**src/rtl/axi4lite_arb_pkg.sv**
```systemverilog
// ============================================================================
// Module      : axi4lite_arb_pkg
// Description : Shared types and constants for the AXI4-Lite requester
//               arbiter: FSM state encoding, AXI response codes and a
//               helper that sizes requester index fields.
// Revision    : 1.0 - initial release
// ============================================================================
`default_nettype none

package axi4lite_arb_pkg;

   // One transaction in flight: the state names the channel being served.
   typedef enum logic [2:0] {
      IDLE = 3'd0,
      W_AW = 3'd1,
      W_W  = 3'd2,
      W_B  = 3'd3,
      R_AR = 3'd4,
      R_R  = 3'd5
   } arb_state_t;

   // AXI response codes, passed through untouched from slave to requester.
   localparam logic [1:0] OKAY   = 2'b00;
   localparam logic [1:0] EXOKAY = 2'b01;
   localparam logic [1:0] SLVERR = 2'b10;
   localparam logic [1:0] DECERR = 2'b11;

   // Width of a requester index; never narrower than one bit.
   function automatic int arb_idx_w(input int n);
      return (n <= 2) ? 1 : $clog2(n);
   endfunction

endpackage

`default_nettype wire

```
**src/rtl/axi4lite_rr_pick.sv**
```systemverilog
// ============================================================================
// Module      : axi4lite_rr_pick
// Description : Combinational pointer-based one-hot picker. The winner is the
//               first requesting index strictly after i_ptr, wrapping modulo
//               NUM_REQ. Tying i_ptr to NUM_REQ-1 yields lowest-index-wins
//               fixed priority, so the same block serves both modes.
// Revision    : 1.0 - initial release
// ============================================================================
`default_nettype none

module axi4lite_rr_pick #(
   parameter int NUM_REQ = 2,
   parameter int IDX_W   = 1
) (
   input  logic [NUM_REQ-1:0] i_req,
   input  logic [IDX_W-1:0]   i_ptr,
   output logic               o_any,
   output logic [NUM_REQ-1:0] o_gnt,
   output logic [IDX_W-1:0]   o_idx
);

   // Scan distances 1..NUM_REQ from the pointer; the nearest requester wins.
   always_comb begin
      o_any = 1'b0;
      o_gnt = '0;
      o_idx = '0;
      for (int k = 1; k <= NUM_REQ; k++) begin
         for (int j = 0; j < NUM_REQ; j++) begin
            if (!o_any && i_req[j] && (((int'(i_ptr) + k) % NUM_REQ) == j)) begin
               o_any    = 1'b1;
               o_gnt[j] = 1'b1;
               o_idx    = IDX_W'(j);
            end
         end
      end
   end

endmodule

`default_nettype wire

```
**src/rtl/axi4lite_arbiter.sv**
```systemverilog
// ============================================================================
// Module      : axi4lite_arbiter
// Description : Arbitrates NUM_REQ AXI4-Lite requesters onto one AXI4-Lite
//               master port, one transaction at a time. Writes take
//               precedence over reads from the same requester. Channels of
//               the granted requester are wired straight through to the
//               master port for the state currently being served.
//               Build option: AXI4LITE_ARB_RR_EN selects round-robin
//               arbitration; when undefined, fixed priority (index 0 highest).
// Revision    : 1.0 - initial release
// ============================================================================
`default_nettype none

module axi4lite_arbiter
   import axi4lite_arb_pkg::*;
#(
   parameter int NUM_REQ = 2,
   parameter int ADDR_W  = 32,
   parameter int DATA_W  = 64
) (
   input  logic                          clk,
   input  logic                          rst,
   // requester write-address channels
   input  logic [NUM_REQ-1:0]            s_aw_valid,
   output logic [NUM_REQ-1:0]            s_aw_ready,
   input  logic [NUM_REQ*ADDR_W-1:0]     s_aw_addr,
   input  logic [NUM_REQ*3-1:0]          s_aw_prot,
   // requester write-data channels
   input  logic [NUM_REQ-1:0]            s_w_valid,
   output logic [NUM_REQ-1:0]            s_w_ready,
   input  logic [NUM_REQ*DATA_W-1:0]     s_w_data,
   input  logic [NUM_REQ*(DATA_W/8)-1:0] s_w_strb,
   // requester write-response channels
   output logic [NUM_REQ-1:0]            s_b_valid,
   input  logic [NUM_REQ-1:0]            s_b_ready,
   output logic [NUM_REQ*2-1:0]          s_b_resp,
   // requester read-address channels
   input  logic [NUM_REQ-1:0]            s_ar_valid,
   output logic [NUM_REQ-1:0]            s_ar_ready,
   input  logic [NUM_REQ*ADDR_W-1:0]     s_ar_addr,
   input  logic [NUM_REQ*3-1:0]          s_ar_prot,
   // requester read-data channels
   output logic [NUM_REQ-1:0]            s_r_valid,
   input  logic [NUM_REQ-1:0]            s_r_ready,
   output logic [NUM_REQ*DATA_W-1:0]     s_r_data,
   output logic [NUM_REQ*2-1:0]          s_r_resp,
   // master port to the shared slave
   output logic                          m_aw_valid,
   input  logic                          m_aw_ready,
   output logic [ADDR_W-1:0]             m_aw_addr,
   output logic [2:0]                    m_aw_prot,
   output logic                          m_w_valid,
   input  logic                          m_w_ready,
   output logic [DATA_W-1:0]             m_w_data,
   output logic [DATA_W/8-1:0]           m_w_strb,
   input  logic                          m_b_valid,
   output logic                          m_b_ready,
   input  logic [1:0]                    m_b_resp,
   output logic                          m_ar_valid,
   input  logic                          m_ar_ready,
   output logic [ADDR_W-1:0]             m_ar_addr,
   output logic [2:0]                    m_ar_prot,
   input  logic                          m_r_valid,
   output logic                          m_r_ready,
   input  logic [DATA_W-1:0]             m_r_data,
   input  logic [1:0]                    m_r_resp
);

   localparam int IDX_W  = arb_idx_w(NUM_REQ);
   localparam int STRB_W = DATA_W / 8;

   arb_state_t         r_state;
   logic [IDX_W-1:0]   r_grant;
   logic [IDX_W-1:0]   w_ptr;

   logic [NUM_REQ-1:0] w_req;
   logic               w_pick_any;
   logic [NUM_REQ-1:0] w_pick_gnt;
   logic [IDX_W-1:0]   w_pick_idx;
   logic               w_pick_wr;

   // Granted requester's signals, selected by r_grant.
   logic [NUM_REQ-1:0] w_g_onehot;
   logic               w_g_aw_valid;
   logic [ADDR_W-1:0]  w_g_aw_addr;
   logic [2:0]         w_g_aw_prot;
   logic               w_g_w_valid;
   logic [DATA_W-1:0]  w_g_w_data;
   logic [STRB_W-1:0]  w_g_w_strb;
   logic               w_g_b_ready;
   logic               w_g_ar_valid;
   logic [ADDR_W-1:0]  w_g_ar_addr;
   logic [2:0]         w_g_ar_prot;
   logic               w_g_r_ready;

   logic               w_aw_hs;
   logic               w_w_hs;
   logic               w_b_hs;
   logic               w_ar_hs;
   logic               w_r_hs;

   // -------------------------------------------------------------------------
   // Arbitration
   // -------------------------------------------------------------------------
   assign w_req = s_aw_valid | s_ar_valid;

   axi4lite_rr_pick #(
      .NUM_REQ (NUM_REQ),
      .IDX_W   (IDX_W)
   ) u_pick (
      .i_req   (w_req),
      .i_ptr   (w_ptr),
      .o_any   (w_pick_any),
      .o_gnt   (w_pick_gnt),
      .o_idx   (w_pick_idx)
   );

   // A winner that has a write pending is served write first.
   assign w_pick_wr = |(w_pick_gnt & s_aw_valid);

`ifdef AXI4LITE_ARB_RR_EN
   logic [IDX_W-1:0] r_ptr;

   // Pointer advances to the served requester only when its transaction ends.
   always_ff @(posedge clk) begin
      if (rst) begin
         r_ptr <= IDX_W'(NUM_REQ - 1);
      end else if (w_b_hs || w_r_hs) begin
         r_ptr <= r_grant;
      end
   end

   assign w_ptr = r_ptr;
`else
   // Pointer pinned just below index 0, so the picker favours the lowest index.
   assign w_ptr = IDX_W'(NUM_REQ - 1);
`endif

   // -------------------------------------------------------------------------
   // Transaction FSM
   // -------------------------------------------------------------------------
   // Grant in IDLE, then walk the channels of the single in-flight transaction.
   always_ff @(posedge clk) begin
      if (rst) begin
         r_state <= IDLE;
         r_grant <= '0;
      end else begin
         case (r_state)
            IDLE: begin
               if (w_pick_any) begin
                  r_grant <= w_pick_idx;
                  r_state <= w_pick_wr ? W_AW : R_AR;
               end
            end
            W_AW:    if (w_aw_hs) r_state <= W_W;
            W_W:     if (w_w_hs)  r_state <= W_B;
            W_B:     if (w_b_hs)  r_state <= IDLE;
            R_AR:    if (w_ar_hs) r_state <= R_R;
            R_R:     if (w_r_hs)  r_state <= IDLE;
            default: r_state <= IDLE;
         endcase
      end
   end

   // -------------------------------------------------------------------------
   // Datapath routing
   // -------------------------------------------------------------------------
   // Select the granted requester's channels with constant-index slices.
   always_comb begin
      w_g_onehot   = '0;
      w_g_aw_valid = 1'b0;
      w_g_aw_addr  = '0;
      w_g_aw_prot  = '0;
      w_g_w_valid  = 1'b0;
      w_g_w_data   = '0;
      w_g_w_strb   = '0;
      w_g_b_ready  = 1'b0;
      w_g_ar_valid = 1'b0;
      w_g_ar_addr  = '0;
      w_g_ar_prot  = '0;
      w_g_r_ready  = 1'b0;
      for (int i = 0; i < NUM_REQ; i++) begin
         if (r_grant == IDX_W'(i)) begin
            w_g_onehot[i] = 1'b1;
            w_g_aw_valid  = s_aw_valid[i];
            w_g_aw_addr   = s_aw_addr[i*ADDR_W +: ADDR_W];
            w_g_aw_prot   = s_aw_prot[i*3 +: 3];
            w_g_w_valid   = s_w_valid[i];
            w_g_w_data    = s_w_data[i*DATA_W +: DATA_W];
            w_g_w_strb    = s_w_strb[i*STRB_W +: STRB_W];
            w_g_b_ready   = s_b_ready[i];
            w_g_ar_valid  = s_ar_valid[i];
            w_g_ar_addr   = s_ar_addr[i*ADDR_W +: ADDR_W];
            w_g_ar_prot   = s_ar_prot[i*3 +: 3];
            w_g_r_ready   = s_r_ready[i];
         end
      end
   end

   // Forward valids only for the channel the FSM is currently serving.
   assign m_aw_valid = (r_state == W_AW) && w_g_aw_valid;
   assign m_aw_addr  = w_g_aw_addr;
   assign m_aw_prot  = w_g_aw_prot;
   assign m_w_valid  = (r_state == W_W) && w_g_w_valid;
   assign m_w_data   = w_g_w_data;
   assign m_w_strb   = w_g_w_strb;
   assign m_b_ready  = (r_state == W_B) && w_g_b_ready;
   assign m_ar_valid = (r_state == R_AR) && w_g_ar_valid;
   assign m_ar_addr  = w_g_ar_addr;
   assign m_ar_prot  = w_g_ar_prot;
   assign m_r_ready  = (r_state == R_R) && w_g_r_ready;

   // Readies/valids back to requesters go only to the granted index.
   assign s_aw_ready = ((r_state == W_AW) && m_aw_ready) ? w_g_onehot : '0;
   assign s_w_ready  = ((r_state == W_W)  && m_w_ready)  ? w_g_onehot : '0;
   assign s_b_valid  = ((r_state == W_B)  && m_b_valid)  ? w_g_onehot : '0;
   assign s_ar_ready = ((r_state == R_AR) && m_ar_ready) ? w_g_onehot : '0;
   assign s_r_valid  = ((r_state == R_R)  && m_r_valid)  ? w_g_onehot : '0;

   // Response payloads are broadcast; the per-requester valid qualifies them.
   assign s_b_resp = {NUM_REQ{m_b_resp}};
   assign s_r_resp = {NUM_REQ{m_r_resp}};
   assign s_r_data = {NUM_REQ{m_r_data}};

   assign w_aw_hs = m_aw_valid && m_aw_ready;
   assign w_w_hs  = m_w_valid  && m_w_ready;
   assign w_b_hs  = m_b_valid  && m_b_ready;
   assign w_ar_hs = m_ar_valid && m_ar_ready;
   assign w_r_hs  = m_r_valid  && m_r_ready;

endmodule

`default_nettype wire

```
**config.mk**
```make
export PLATFORM = sky130hd
export DESIGN_NAME = axi4lite_arbiter
export DESIGN_NICKNAME = d
export VERILOG_FILES = /design/src/rtl/axi4lite_arb_pkg.sv /design/src/rtl/axi4lite_rr_pick.sv /design/src/rtl/axi4lite_arbiter.sv
export SDC_FILE = /design/constraint.sdc
export NUM_CORES = 1
export LEC_CHECK = 0
export CORE_AREA = 3 3 253 255
export DETAILED_ROUTE_END_ITERATION = 12
export DIE_AREA = 0 0 256 258
export SKIP_LAST_GASP = 1
export SYNTH_ARGS = -nofsm -noshare
export SYNTH_HDL_FRONTEND = slang
export SYNTH_SLANG_ARGS = --single-unit
export TNS_END_PERCENT = 100
```
**constraint.sdc**
```tcl
create_clock -name clk -period 2.1 [get_ports clk]
set_clock_uncertainty 0.05 [all_clocks]
set_input_delay 0.42 -clock clk [delete_from_list [all_inputs] [get_ports clk]]
set_output_delay 0.42 -clock clk [all_outputs]
set_load 0.05 [all_outputs]
```
==> flow_summary.json, run 1 <==
{
  "slew_headroom_pct": 66.1,
  "yosysWarnings": 0,
  "layout.cell_area.non_filler_um2": 8120,
  "ctsHtreeMaxLevel": 1,
  "yosysUniqueCellTypes": 32,
  "ff_latch_area_um2": 83.8,
  "maximum_number_of_pins_on_one_net_before_global_route_repair": 31,
  "synth.cell_area_um2": 3190,
  "most_frequent_standard_cell_in_the_layout_excluding_fill_and_tap_cells": "sky130_fd_sc_hd__clkdlybuf4s50_1",
  "worst-endpoint-required_ns": 1.63,
  "worst_hold_startpoint": "r_state[2]",
  "dieArea_um2": 66000,
  "count_of_hold_buffers_inserted_by_post_cts_repair": 0,
  "detail_route.vias_per_cell": 2.59,
  "mappedNetlistNets": 734,
  "final_layout_size_suffix_gt1_share_pct": 50.1,
  "number_of_flops_mapped_to_enable_cells_by_yosys": 0,
  "worstMarginPinSlew_ns": 0.507,
  "n_fill_cell": 7030,
  "drt_first_iter_violations": 103,
  "critical_path_arrival_ns": 1.60,
  "cts_tree": "yes",
  "path_cells": "buf_12, clkbuf_16, mux2_2, buf_4",
  "cts.sinks": 4,
  "power.density_nw_per_um2": 651,
  "multi_input_area_um2": 2040,
  "maxCapViolCount": 0,
  "buffers_on_ports": 457,
  "layout-area-overhead-vs-synth_pct": 154,
  "preCtsSetupSlack_ns": -0.138,
  "worstSetupEndpointType": "primary output",
  "shortest_period_the_worst_path_allows_ns": 2.07,
  "setup_viol": 0,
  "hold_class": "flip-flop to flip-flop",
  "die_height_um": 258,
  "drt-pass1-iter-count": 4,
  "routedWlPerCell_um": 14.4,
  "timing.rr.start": "r_grant",
  "grt_pass1_wl_um": 29900,
  "synth_top_flop_cell": "sky130_fd_sc_hd__dfxtp_1",
  "netlist_instances": 365,
  "ys_seq_elements": 4,
  "clock_path_buffers": 2,
  "cts-buffers-inserted": 3,
  "grt.busiest_layer": "met2",
  "power_leakage_uw": 0.00297,
  "globalplace.congestion": 0.903,
  "num_vias": 3992,
  "finalCritPeriodShare_pct": 98.8,
  "fmax_ghz": 0.482,
  "finalNetCount": 1075,
  "grt_pass1_vias": 4428,
  "gr-usage-met3_pct": 4.03,
  "run_status": "completed",
  "vdd.ir_drop.worst_mv": 0.245,
  "antenna_found_initial": 3,
  "placementRows": 91,
  "global_route.usage.met1_pct": 6.40,
  "gr-usage-met2_pct": 10.5,
  "detail_route.drc_violations": 0,
  "rsz0062_at_grt": "true",
  "setup.worst_path.class": "flip-flop to primary output",
  "grt_use_total_pct": 6.17,
  "final_core_utilization_pct": 13.1,
  "final-max-slew-violation-count": 0,
  "timing.final.ws_setup_ns": 0.0255,
  "die-width_um": 256,
  "crit_path_start": "r_grant",
  "clk_latency_ns": 0.23,
  "synth_seq_area_share_pct": 2.51,
  "core-area_um2": 61800,
  "global_route.overflow_total": 0,
  "worst-path-max-fanout": 23,
  "critical-path-max-stage-delay_ns": 0.36,
  "path_clk_slew_ns": 0.04,
  "postSynth.asyncResetShare_pct": 0,
  "drt-total-wl_um": 22300,
  "avgSynthCellArea_um2": 8.75,
  "startpoint_type": "flip-flop",
  "initial_core_util_pct": 5.17,
  "timing.critical_path.slowest_stage_cell": "sky130_fd_sc_hd__dfxtp_4",
  "final_cell_mix": "sky130_fd_sc_hd__clkdlybuf4s50_1 (300), sky130_fd_sc_hd__buf_4 (160), sky130_fd_sc_hd__mux2_2 (142)",
  "place_area_um2": 7970,
  "cts.root.buffer_cell": "sky130_fd_sc_hd__clkbuf_16",
  "num_io_pins": 662,
  "ant_nets": 0,
  "final_hold_viol_count": 0,
  "post-dp-hpwl_um": 20400
}
synth_stat cells (4+ instances only):
cell	instances	area share (%)
sky130_fd_sc_hd__nor3b_1	4	0.94
sky130_fd_sc_hd__nor3_1	7	1.1
sky130_fd_sc_hd__nor2_1	5	0.59
sky130_fd_sc_hd__nand2_1	7	0.82
sky130_fd_sc_hd__mux2i_1	5	1.6
sky130_fd_sc_hd__nand2b_1	5	0.98
sky130_fd_sc_hd__buf_4	136	32
sky130_fd_sc_hd__clkbuf_1	7	0.82
sky130_fd_sc_hd__mux2_2	142	50
sky130_fd_sc_hd__buf_2	11	1.7
sky130_fd_sc_hd__dfxtp_1	4	2.5
sky130_fd_sc_hd__inv_1	6	0.71
area by class of cell:
type                            instances  share of cell area (%)
Multi-Input combinational cell        199                    25.2
Timing Repair Buffer                  492                    59.6
Clock buffer                            4                   0.971
Antenna cell                            2                  0.0616
Tap cell                              837                    12.9
Sequential cell                         4                    1.03
Inverter                                6                   0.277
metrics by stage:
| stage | hold slack, ns | cells | power, µW | setup TNS (ns) |
|---|---|---|---|---|
| CTS | 0.592 | 1541 | 5320 | -0.0149 |
| floorplan | 0.446 | 365 | 3670 | -1.62 |
| detailed placement | 0.576 | 1537 | 4970 | -0.350 |
| finish | 0.573 | 1544 | 5290 | 0 |
| global placement | 0.565 | 1537 | 4960 | -0.302 |
| global route | 0.612 | 1544 | 5540 | -0.0644 |
layer usage:
metal	up-vias	wire, µm
li1	1819	-
met4	0	399
met5	-	0
met1	1731	8130
met2	415	10500
met3	27	3240
worst paths after layout:
check                               endpoint  depth (start not counted)  slack (ns)
worst max-delay path            m_aw_addr[4]                          4        0.03
worst min register to register    r_state[1]                          2        0.57
worst max register to register    r_state[2]                          5        0.15
worst min-delay path              r_state[1]                          2        0.57
registers in the layout, indices dropped and copies added, names as in the netlist:
register / cells
r_state: 3
r_grant: 1
critical path, delay by kind of cell (launching register included):
family | cells | cell delay, ns
buffers and inverters | 3 | 0.59
muxes | 1 | 0.35
DFF | 1 | 0.36
cell families (layout without fill, tap and decap cells):
group,Yosys count,count (layout),share of synthesized area (%)
other,0,2,0
DFF,4,4,2.51
AOI/OAI and AO/OA,14,14,3.25
and+or+nand+nor,37,37,6.46
muxes,148,148,52.1
buffers and inverters,162,502,35.7
what timing repair did:
item / 4_1_cts / 5_1_grt
buffers inserted: 0 / 0
cloned: 0 / 1
gates resized for setup: 3 / 5
endpoints found under the setup margin: 5 / 42
report_power, final:
group | switching (µW) | internal, µW | total, µW
sequential | 23.1 | 95.8 | 119
clock | 62.0 | 252 | 314
combinational | 2790 | 2060 | 4850
total | 2880 | 2410 | 5290
(Power assumes the default switching activity.)
==> run 2, diff against run 1 <==
Settings changed: SLEW_MARGIN from default to 20.
==> results of run 2 <==
Final layout, timing and power as in run 1 (identical DEF).
